File: src/rtl/seq_pkg.sv
// Shared states, T-step codes and opcodes for the instruction sequencer.
package seq_pkg;

  typedef enum logic [1:0] {
    IDLE  = 2'd0,
    FETCH = 2'd1,
    EXEC  = 2'd2
  } seqState_t;

  localparam logic [1:0] T0 = 2'd0;
  localparam logic [1:0] T1 = 2'd1;
  localparam logic [1:0] T2 = 2'd2;
  localparam logic [1:0] T3 = 2'd3;

  localparam logic [2:0] OP_MV  = 3'b000;
  localparam logic [2:0] OP_MVI = 3'b001;
  localparam logic [2:0] OP_ADD = 3'b010;
  localparam logic [2:0] OP_SUB = 3'b011;

endpackage

File: src/rtl/contador_tstep.sv
// 2-bit T-step counter; the synchronous clear takes priority over the enable.
module contador_tstep (
  input  logic       clk_i,
  input  logic       rst_ni,
  input  logic       clear_i,
  input  logic       enable_i,
  output logic [1:0] count_o
);

  logic [1:0] count_q;

  always_ff @(posedge clk_i or negedge rst_ni) begin
    if (!rst_ni) begin
      count_q <= 2'b00;
    end else if (clear_i) begin
      count_q <= 2'b00;
    end else if (enable_i) begin
      count_q <= count_q + 2'd1;
    end
  end

  assign count_o = count_q;

endmodule

File: src/rtl/sequenciador_instrucao.sv
// Fetch/step sequencer: owns PC and IR, drives memoram and the Tstep count.
// SEQ_AUTO_RUN_EN: keep fetching back-to-back while Run stays high.
module sequenciador_instrucao
  import seq_pkg::*;
#(
  parameter int ADDR_W   = 5,
  parameter int DATA_W   = 9,
  parameter int PROG_LEN = 32
) (
  input  logic              Clock,
  input  logic              Resetn,
  input  logic              Run,
  input  logic              IRin,
  input  logic              Done,
  input  logic              Clear,
  input  logic [DATA_W-1:0] MemData,
  output logic [ADDR_W-1:0] MemAddr,
  output logic              MemRd,
  output logic [DATA_W-1:0] DIN,
  output logic [DATA_W-1:0] Instrucao,
  output logic [1:0]        Tstep,
  output logic              Busy,
  output logic              IllegalOp
);

  localparam logic [ADDR_W:0] PROG_LEN_W = (ADDR_W+1)'(PROG_LEN);

  seqState_t         state_q;
  logic [ADDR_W-1:0] pc_q;
  logic [DATA_W-1:0] ir_q;
  logic              runPrev_q;
  logic              busy_q;
  logic              illegal_q;
  logic [1:0]        tstep;

  logic start;
  logic inExec;
  logic inT0;
  logic isMvi;
  logic instrEnd;
  logic timeout;
  logic goAgain;
  logic cntClear;

  // PC arithmetic modulo the program length; a < PROG_LEN so one fold suffices.
  function automatic logic [ADDR_W-1:0] addWrap(input logic [ADDR_W-1:0] a,
                                                 input logic [1:0]        inc);
    logic [ADDR_W:0] sum;
    sum = {1'b0, a} + {{(ADDR_W-1){1'b0}}, inc};
    if (sum >= PROG_LEN_W) begin
      sum = sum - PROG_LEN_W;
    end
    return sum[ADDR_W-1:0];
  endfunction

  assign start    = Run & ~runPrev_q;
  assign inExec   = (state_q == EXEC);
  assign inT0     = inExec && (tstep == T0);
  assign isMvi    = (MemData[DATA_W-1 -: 3] == OP_MVI);
  assign instrEnd = inExec && Done && (tstep != T0);
  assign timeout  = inExec && (tstep == T3) && !Done;
  assign cntClear = !inExec || Clear || instrEnd || timeout;

`ifdef SEQ_AUTO_RUN_EN
  assign goAgain = Run;
`else
  assign goAgain = 1'b0;
`endif

  // The mvi immediate must be requested in T0 itself, so address/strobe follow MemData.
  always_comb begin
    MemAddr = pc_q;
    MemRd   = 1'b0;
    if (state_q == FETCH) begin
      MemRd = 1'b1;
    end else if (inT0 && isMvi) begin
      MemAddr = addWrap(pc_q, 2'd1);
      MemRd   = 1'b1;
    end
  end

  always_ff @(posedge Clock or negedge Resetn) begin
    if (!Resetn) begin
      state_q   <= IDLE;
      pc_q      <= '0;
      ir_q      <= '0;
      runPrev_q <= 1'b0;
      busy_q    <= 1'b0;
      illegal_q <= 1'b0;
    end else begin
      runPrev_q <= Run;
      illegal_q <= 1'b0;
      case (state_q)
        IDLE: begin
          if (start) begin
            state_q <= FETCH;
            busy_q  <= 1'b1;
          end
        end
        FETCH: begin
          state_q <= EXEC;
        end
        EXEC: begin
          if (inT0 && IRin) begin
            ir_q <= MemData;
            pc_q <= addWrap(pc_q, isMvi ? 2'd2 : 2'd1);
          end
          // A timeout retires the instruction as a NOP; its PC advance stands.
          if (instrEnd || timeout) begin
            illegal_q <= timeout;
            state_q   <= goAgain ? FETCH : IDLE;
            busy_q    <= goAgain;
          end
        end
        default: begin
          state_q <= IDLE;
          busy_q  <= 1'b0;
        end
      endcase
    end
  end

  contador_tstep uTstep (
    .clk_i    (Clock),
    .rst_ni   (Resetn),
    .clear_i  (cntClear),
    .enable_i (inExec),
    .count_o  (tstep)
  );

  assign Tstep     = tstep;
  assign DIN       = MemData;
  assign Instrucao = ir_q;
  assign Busy      = busy_q;
  assign IllegalOp = illegal_q;

endmodule
File: config.mk
export PLATFORM = sky130hd
export DESIGN_NAME = sequenciador_instrucao
export DESIGN_NICKNAME = d
export VERILOG_FILES = /design/src/rtl/seq_pkg.sv /design/src/rtl/contador_tstep.sv /design/src/rtl/sequenciador_instrucao.sv
export SDC_FILE = /design/constraint.sdc
export NUM_CORES = 1
export LEC_CHECK = 0
export BUFFER_PORTS_ARGS = -buffer_cell sky130_fd_sc_hd__buf_2
export CAP_MARGIN = 0
export CORE_MARGIN = 5
export CORE_UTILIZATION = 35
export DETAILED_ROUTE_END_ITERATION = 8
export GPL_TIMING_DRIVEN = 0
export HOLD_SLACK_MARGIN = 0.03
export PLACE_DENSITY = 0.58
export SYNTH_ARGS = -nofsm -noshare
export SYNTH_HDL_FRONTEND = slang
export SYNTH_SLANG_ARGS = --single-unit
File: constraint.sdc
create_clock -name Clock -period 2.7 [get_ports Clock]
set_input_delay 0 -clock Clock [delete_from_list [all_inputs] [get_ports Clock]]
set_output_delay 0 -clock Clock [all_outputs]
set_load 0.03 [all_outputs]
==> results of run 1 <==
-- per-stage QoR --
stage | worst slack [ns] | hold WS [ns] | power, uW | std cells
after CTS | 0.732 | 0.172 | 1460 | 183
after global routing | 0.643 | 0.204 | 1560 | 183
after global placement | 1.13 | -0.0139 | 1270 | 166
after detailed placement | 1.09 | -0.0139 | 1290 | 166
after floorplan | 1.07 | -0.296 | 1070 | 91
final | 0.773 | 0.171 | 1440 | 183
-- critical path: cells and delay by family, from the launching register on --
| family | cells | cell delay (ns) |
|---|---|---|
| AND/OR/NAND/NOR | 2 | 0.41 |
| adder cells (fa/ha/maj) | 1 | 0.23 |
| multiplexers | 1 | 0.34 |
| buffers and inverters | 2 | 0.24 |
| flip-flops | 1 | 0.41 |
-- cell type report --
class	count	share of cell area, %
flip-flops and latches	21	35.2
multi-input cells	55	31.0
repair buffers	55	22.8
plain buffers	10	5.28
well taps	33	2.76
clock buffers	4	1.76
inverters	5	1.26
-- routing by layer --
metal	routed length [um]	part of all wire (%)	GRT usage [%]
met5	0	0	0
met4	29	1.3	4.66
met3	99	4.3	3.76
met2	1190	52	21.3
met1	958	42	13.9
-- worst max path at each step --
stage,startpoint,to,slack [ns],cells after the start
floorplan,uTstep.count_o[0],MemAddr[0],1.07,5
global placement,uTstep.count_o[0],MemAddr[1],1.13,6
detailed placement,uTstep.count_o[0],MemAddr[1],1.09,6
CTS,uTstep.count_o[0],MemAddr[1],0.73,6
global route,uTstep.count_o[0],MemAddr[1],0.64,6
finish,uTstep.count_o[0],MemAddr[1],0.77,6
-- timing repair --
| item | 4_1_cts | 5_1_grt |
|---|---|---|
| resized for setup | 0 | 0 |
| hold buffers | 13 | 0 |
| endpoints found under the hold margin | 35 | 0 |
-- cell usage in the layout, fill, tap and decap left out, drive strengths merged --
cell type,synthesis,routed
buf,10,52
dfrtp,21,21
dlygate4sd3,0,13
nand2,11,11
mux2,10,10
xnor2,7,7
ha,5,5
inv,5,5
nand3,4,4
clkbuf,0,4
nor3b,3,3
and3,2,2
nor2b,2,2
and3b,1,1
and4b,1,1
a21o,1,1
or4,1,1
nor3,1,1
nand4b,1,1
nand4,1,1
nor4b,1,1
a21oi,1,1
o21ai,1,1
fa,1,1
-- sequential cells by signal, summed over array words and instances (netlist names) --
| signal | cells |
|---|---|
| Instrucao | 9 |
| pc_q | 5 |
| state_q | 2 |
| uTstep.count_o | 2 |
| Busy | 1 |
| IllegalOp | 1 |
| runPrev_q | 1 |
-- logic make-up after synthesis --
kind of cell | count (synthesis) | synth area share, %
AOI/OAI and AO/OA | 3 | 1.61
xor gates and xnor gates | 7 | 5.65
adders and majority gates | 6 | 7.60
buffers and inverters | 15 | 8.98
DFF | 21 | 48.4
muxes | 10 | 10.4
and+or+nand+nor | 29 | 17.4
-- where the power goes --
part / internal [uW] / switching [uW]
sequential: 438 / 101
clock: 57.6 / 92.4
combinational: 291 / 456
total: 786 / 649
==> qor.csv, run 1 <==
stage,metric,value,unit
outcome,status,finished clean,
floorplan,Die Wd,65.7,um
clock_tree,post-CTS setup buffer count,0,
floorplan,Die H,65.7,um
worst_setup_path,R2R Path End,uTstep.count_o[1],
clock_tree,clock buffer count from CTS,3,
global_routing,Overflow after GRT,0,
timing,Hold Fails Final Rpt,0,
drt,post-DR wirelength/cell,12.4,um
final_layout,Synth-to-Final Area Change,37.6,%
worst_setup_path,CP required,2.70,ns
placed_design,Placed Area,0.00134,sq mm
clock_tree,Worst-Skew Late Latency,0.30,ns
placed_design,DP HPWL,1.75,mm
timing,min Tclk post-route,1.93,ns
power,Leak,0.000764,uW
clock_tree,clk slew on worst S/H paths,0.11,ns
global_routing,number of global-route vias before repair,907,
final_layout,n_diodes,0,
worst_setup_path,Worst Path Arrival,1.93,ns
floorplan,Site Rows,20,
floorplan,Initial Util,36.2,%
yosys,"Warnings, synthesis",0,
final_layout,register area,526,sq um
worst_setup_path,crit path kind,reg -> out,
worst_setup_path,slowest CP cell,dfrtp_1,
yosys,Yosys top cell by area,dfrtp_1,
timing,Final Setup Violations,0,
timing,setup TNS,0,ns
yosys,"top cells by area, synth","dfrtp_1 (48%), mux2_2 (10%), buf_4 (6.2%)",
global_routing,first-pass GRT wire length,4.05,mm
yosys,Post-synth EDFFs,0,
final_layout,# fillers,281,
drt,Via-to-Cell Ratio,4.43,
clock_tree,CTS root buf,clkbuf_4,
final_layout,multi-input logic area,463,sq um
power,Pwr per Cell Area,961,mW/mm^2
placed_design,I/O Buffers,42,
timing,clock skew after layout,0.00382,ns
timing,Worst Tran Pin Value,0.477,ns
worst_setup_path,CP Max Fanout,4,
power,worst vdd ir,0.000404,V
clock_tree,H-Tree Level Count,1,
yosys,synthesized area,0.00109,sq mm
yosys,synthesized instance count,91,
global_routing,largest net degree at the start of global routing,22,
yosys,post-synthesis net count,112,
floorplan,IO Count,43,
timing,period utilization,71.4,%
placed_design,GPL Wtd Cong,0.735,
final_layout,design area,0.00149,sq mm
timing,Max-slew headroom,68.2,%
global_routing,antenna violations before repair,0,
yosys,syn avg cell area,11.9,sq um
flow_run,Max Cap Viol,0,
drt,Via Count,810,
drt,number of DRC markers in iteration 0,14,
timing,Slew Limit Fails,0,
yosys,#FFs+latches synth,21,
clock_tree,Clock Tree Buf Depth,2,
floorplan,die area,0.00432,sq mm
clock_tree,clock sink count,21,
drt,remaining routing DRC violations,0,
drt,total wire length,2.28,mm
worst_setup_path,R2R cell count,4,
yosys,"top cells by count, synth","dfrtp_1 (21), nand2_1 (11), mux2_2 (10), buf_4 (9), xnor2_1 (7)",
final_layout,Final nets,172,
yosys,Synth async-reset ratio,100,%
min_path,Tightest Hold Check Type,in -> async,
global_routing,GRT Total Usage,12.3,%
timing,f_max,519,MHz
worst_setup_path,peak per-stage delay on the critical path,0.41,ns
yosys,Most used DFF post-synth,dfrtp_1,
yosys,top cell type's share of synthesized area,48.4,%
final_layout,proportion of layout cells with a drive suffix above 1,48.0,%
drt,post-route ant nets,0,
clock_tree,CTS tree,yes,
yosys,sequential-to-total area share from yosys stat,48.4,%
worst_setup_path,r2r startpoint,uTstep.count_o[0],
timing,RSZ-0062 raised after global routing,false,
worst_setup_path,"Cell Chain, Critical Path",inv_1 -> ha_1 -> and3b_2 -> nand2_1 -> mux2_2 -> buf_2,
yosys,synth unique cells,27,
final_layout,final cell utilization of the core,49.8,%
worst_setup_path,Startpoint Class,flip-flop,
drt,DR pass1 iterations,3,
yosys,most numerous cell in the Yosys netlist,dfrtp_1,
floorplan,Core ar.,0.00300,sq mm
worst_setup_path,worst reg2reg setup slack,1.14,ns
worst_setup_path,crit path capture type,primary output,
Note: power is estimated with default switching activity, not from simulation.
==> inputs of run 2 (changes only) <==
- PLACE_DENSITY: 0.58 -> 0.6
- clock period: 2.7 -> 1.6 ns (I/O delays scaled with it)
==> qor.csv, run 2 (synthesis gave the netlist of run 1 again) <==
stage,metric,value,unit
floorplan,Site Rows,20,
timing,Final Setup Violations,7,
timing,setup TNS,-0.597,ns
floorplan,Die H,65.7,um
global_routing,antenna violations before repair,0,
drt,post-DR wirelength/cell,13.4,um
flow_run,Max Cap Viol,0,
final_layout,proportion of layout cells with a drive suffix above 1,55.7,%
clock_tree,clk slew on worst S/H paths,0.13,ns
worst_setup_path,Worst Path Arrival,1.75,ns
worst_setup_path,r2r startpoint,uTstep.count_o[0],
final_layout,most frequent cells in the layout,"buf_2 (37), dfrtp_1 (21), buf_4 (17), dlygate4sd3_1 (13), nand2_1 (10)",
worst_setup_path,CP required,1.60,ns
final_layout,max FFs per register,9,
timing,Hold Fails Final Rpt,0,
outcome,failing checks,setup timing,
final_layout,multi-input logic area,524,sq um
timing,Worst Tran Pin Value,0.483,ns
timing,Slew Limit Fails,0,
global_routing,GRT Total Usage,12.9,%
outcome,status,"complete, but fails checks",
final_layout,Synth-to-Final Area Change,52.0,%
timing,RSZ-0062 raised after global routing,true,
drt,number of DRC markers in iteration 0,17,
placed_design,GPL Wtd Cong,0.757,
clock_tree,clock sink count,21,
power,worst vdd ir,0.000755,V
global_routing,number of global-route vias before repair,956,
placed_design,I/O Buffers,42,
global_routing,largest net degree at the start of global routing,22,
power,Pwr per Cell Area,1600,mW/mm^2
worst_setup_path,crit path from,uTstep.count_o[0],
drt,DR pass1 iterations,2,
floorplan,IO Count,43,
worst_setup_path,crit path kind,reg -> out,
drt,Via-to-Cell Ratio,4.63,
timing,period utilization,110,%
clock_tree,clock buffer count from CTS,3,
worst_setup_path,crit path capture type,primary output,
clock_tree,Worst-Skew Late Latency,0.31,ns
power,"Power, Total",2640,uW
clock_tree,H-Tree Level Count,1,
final_layout,"commonest non-fill, non-tap cell in the layout",buf_2,
placed_design,DP HPWL,1.79,mm
clock_tree,CTS tree,yes,
floorplan,Die Wd,65.7,um
drt,remaining routing DRC violations,0,
drt,Via Count,885,
drt,post-route ant nets,0,
floorplan,die area,0.00432,sq mm
final_layout,register area,526,sq um
final_layout,n_diodes,0,
clock_tree,CTS root buf,clkbuf_4,
min_path,Tightest Hold Check Type,in -> async,
timing,Worst Hold Slack,0.164,ns
floorplan,Initial Util,36.2,%
final_layout,Layout Cells excl Fill,191,
worst_setup_path,CP Max Fanout,4,
timing,clock skew after layout,0.00808,ns
final_layout,# fillers,280,
timing,f_max,570,MHz
global_routing,first-pass GRT wire length,4.25,mm
timing,Max-slew headroom,67.8,%
final_layout,design area,0.00165,sq mm
drt,total wire length,2.56,mm
timing,min Tclk post-route,1.75,ns
power,Leak,0.000855,uW
global_routing,Overflow after GRT,0,
worst_setup_path,Startpoint Class,flip-flop,
placed_design,Placed Area,0.00137,sq mm
placed_design,Cells after DPL,166,
clock_tree,Clock Tree Buf Depth,2,
final_layout,Final nets,180,
timing,fin worst setup slack,-0.155,ns
floorplan,Core ar.,0.00300,sq mm
[run 2: cell types whose count changed in the layout (fill, tap and decap cells not counted), moves of 2 or more]
cell | previous run | this run
buf_2 | 42 | 37
buf_4 | 9 | 17
buf_6 | 1 | 6
ha_1 | 5 | 3
xnor2_1 | 7 | 3
xnor2_2 | 0 | 4
[run 2: power by group]
group | total [uW] | internal [uW] | switching (uW)
combinational | 1450 | 637 | 811
clock | 270 | 95.3 | 174
sequential | 926 | 738 | 188
[run 2: what timing repair did]
item | CTS | global route
hold buffers | 13 | 0
hold endpoints to repair | 35 | 0
resized for setup | 13 | 5
setup endpoints to repair | 6 | 12
buffers inserted | 5 | 4
pin swaps | 2 | 3
cloned | 0 | 1
[run 2: cell type report]
class | instances | share of cell area (%)
plain buffers | 10 | 4.78
flip-flops and latches | 21 | 31.8
multi-input cells | 55 | 31.8
well taps | 33 | 2.50
repair buffers | 63 | 26.2
inverters | 5 | 1.14
clock inverters | 1 | 0.455
clock buffers | 3 | 1.36
[run 2: path summary, 6_finish.rpt]
check	end	slack [ns]	cells past startpoint
setup / recovery	MemAddr[1]	-0.15	6
max in group asynchronous	pc_q[0]	1.10	2
hold / removal	Instrucao[4]	0.16	2
setup reg to reg	uTstep.count_o[1]	-0.03	5
min in group Clock	pc_q[0]	0.17	6
hold reg to reg	state_q[0]	0.42	1
[run 2: metrics by stage]
step	setup slack, ns	utilization (%)
CTS	-0.134	53.5
detailed placement	-0.0514	45.5
global route	-0.188	55.0
floorplan	-0.0213	-
global placement	-0.0216	45.5
finish	-0.155	55.0
[run 2: per-layer routing]
metal  vias up  share of wire, %  track usage [%]
met4         0               2.0             6.22
li1        437                 -                -
met3         6               3.3             1.88
met5         -                 0                0
met2        17                56             24.8
met1       425                39             13.4
[run 2: worst max-delay path, stage by stage, from the launching register on]
cell and delay [ns]:
dfrtp_1 0.42, inv_1 0.07, ha_2 0.17, and3b_2 0.26
nand2_4 0.07, mux2_4 0.32, buf_6 0.14
==> inputs of run 3 (changes only) <==
- SETUP_SLACK_MARGIN: not set -> 0.3
==> qor.csv, run 3 (synthesis gave the netlist of run 1 again) <==
stage,metric,value,unit
outcome,failing checks,setup timing,
global_routing,antenna violations before repair,0,
floorplan,Site Rows,20,
drt,number of DRC markers in iteration 0,14,
worst_setup_path,slowest CP cell,dfrtp_2,
drt,Via Count,925,
timing,RSZ-0062 raised after global routing,true,
clock_tree,Worst-Skew Late Latency,0.29,ns
final_layout,n_diodes,0,
clock_tree,Clock Tree Buf Depth,2,
worst_setup_path,peak per-stage delay on the critical path,0.44,ns
timing,f_max,582,MHz
global_routing,first-pass GRT wire length,4.49,mm
clock_tree,clock sink count,21,
floorplan,Die Wd,65.7,um
clock_tree,CTS root buf,clkbuf_4,
final_layout,# fillers,221,
final_layout,Synth-to-Final Area Change,82.4,%
clock_tree,H-Tree Level Count,1,
clock_tree,clk slew on worst S/H paths,0.12,ns
worst_setup_path,r2r startpoint,uTstep.count_o[0],
timing,Max-slew headroom,67.9,%
final_layout,Layout Cells excl Fill,203,
outcome,status,"complete, but fails checks",
power,Comb power frac,61.6,%
placed_design,GPL Wtd Cong,0.785,
placed_design,Cells after DPL,166,
timing,Hold Fails Final Rpt,0,
timing,Final Setup Violations,8,
power,"Power, Total",3140,uW
timing,Worst Tran Pin Value,0.482,ns
min_path,Tightest Hold Check Type,in -> reg,
floorplan,die area,0.00432,sq mm
worst_setup_path,crit path kind,reg -> out,
worst_setup_path,Startpoint Class,flip-flop,
power,Switching Fraction,42.4,%
worst_setup_path,crit path capture type,primary output,
drt,Via-to-Cell Ratio,4.56,
global_routing,largest net degree at the start of global routing,22,
floorplan,Die H,65.7,um
power,Seq pwr share,30.3,%
drt,post-route ant nets,0,
timing,min Tclk post-route,1.72,ns
power,Leak,0.000977,uW
timing,clock skew after layout,0.000740,ns
timing,Slew Limit Fails,0,
power,Switch Pwr,1330,uW
timing,fin worst setup slack,-0.117,ns
placed_design,I/O Buffers,42,
power,internal power,1810,uW
power,Pwr per Cell Area,1580,mW/mm^2
clock_tree,clock buffer count from CTS,3,
drt,total wire length,2.74,mm
power,Clk pwr share,8.1,%
worst_setup_path,crit path from,uTstep.count_o[0],
clock_tree,CTS tree,yes,
worst_setup_path,Worst Path Arrival,1.72,ns
worst_setup_path,CP Max Fanout,3,
final_layout,proportion of layout cells with a drive suffix above 1,69.4,%
worst_setup_path,"Cell Chain, Critical Path",inv_2 -> ha_4 -> and3b_2 -> nand2_4 -> mux2_4 -> buf_6,
flow_run,Max Cap Viol,0,
placed_design,DP HPWL,1.77,mm
floorplan,Initial Util,36.2,%
final_layout,final cell utilization of the core,66.0,%
drt,remaining routing DRC violations,0,
power,worst vdd ir,0.000726,V
min_path,Hold Startpoint,IRin,
global_routing,GRT Total Usage,13.6,%
final_layout,Final nets,192,
global_routing,Overflow after GRT,0,
timing,period utilization,107,%
floorplan,Core ar.,0.00300,sq mm
drt,DR pass1 iterations,3,
global_routing,number of global-route vias before repair,976,
timing,Worst Hold Slack,0.172,ns
timing,setup TNS,-0.587,ns
drt,post-DR wirelength/cell,13.5,um
worst_setup_path,CP required,1.60,ns
floorplan,IO Count,43,
final_layout,max FFs per register,9,
final_layout,"commonest non-fill, non-tap cell in the layout",buf_2,
final_layout,most frequent cells in the layout,"buf_2 (36), buf_6 (19), dfrtp_1 (17), buf_4 (15), dlygate4sd3_1 (13)",
run 3: power groups by stage:
| stage | sequential (uW) | clock [uW] | combinational, uW |
|---|---|---|---|
| 3_5_place_dp | 965 | 0 | 1340 |
| 5_1_grt | 983 | 287 | 2050 |
| 6_report | 951 | 254 | 1930 |
| 4_1_cts | 946 | 268 | 1860 |
| 2_1_floorplan | 1210 | 0 | 719 |
| 3_3_place_gp | 946 | 0 | 1320 |
run 3: layout make-up:
type,instances,area [sq um],share of cell area (%)
multi-input cells,55,683,34.5
repair buffers,75,598,30.2
flip-flops and latches,21,531,26.8
plain buffers,10,78.8,3.98
well taps,33,41.3,2.08
clock buffers,3,22.5,1.14
inverters,5,18.8,0.948
clock inverters,1,7.51,0.379
run 3: repair_timing:
action / CTS / global route
hold endpoints to repair: 35 / 0
pin swaps: 18 / 6
hold buffers: 13 / 0
endpoints found under the setup margin: 23 / 24
gates resized for setup: 42 / 9
cloned: 1 / 0
buffers inserted: 14 / 5
run 3: stage by stage:
| stage | cell area, sq um | setup slack, ns |
|---|---|---|
| CTS | 1910 | -0.0984 |
| detailed placement | 1450 | 0.00677 |
| floorplan | 1190 | 0.0948 |
| global placement | 1450 | 0.0491 |
| global route | 1980 | -0.163 |
| finish | 1980 | -0.117 |
run 3: path summary, 6_finish.rpt:
path / end / slack, ns / depth (start not counted)
min in group asynchronous: uTstep.count_o[0] / 0.18 / 2
max in group asynchronous: pc_q[0] / 1.07 / 2
max: MemAddr[1] / -0.12 / 6
min: pc_q[0] / 0.17 / 5
min reg2reg: state_q[0] / 0.43 / 1
max reg2reg: uTstep.count_o[1] / -0.06 / 6
run 3: worst max-delay path, delay by kind of cell (launching register included):
| family | cells | cell delay [ns] |
|---|---|---|
| flip-flops | 1 | 0.44 |
| AND/OR/NAND/NOR | 2 | 0.34 |
| multiplexers | 1 | 0.30 |
| buffers and inverters | 2 | 0.21 |
| adder cells (fa/ha/maj) | 1 | 0.13 |
run 3: layer usage:
metal | GRT usage (%) | wire length (um)
met5 | 0 | 0
met4 | 3.89 | 12
met3 | 2.74 | 114
met2 | 23.5 | 1490
met1 | 16.9 | 1120
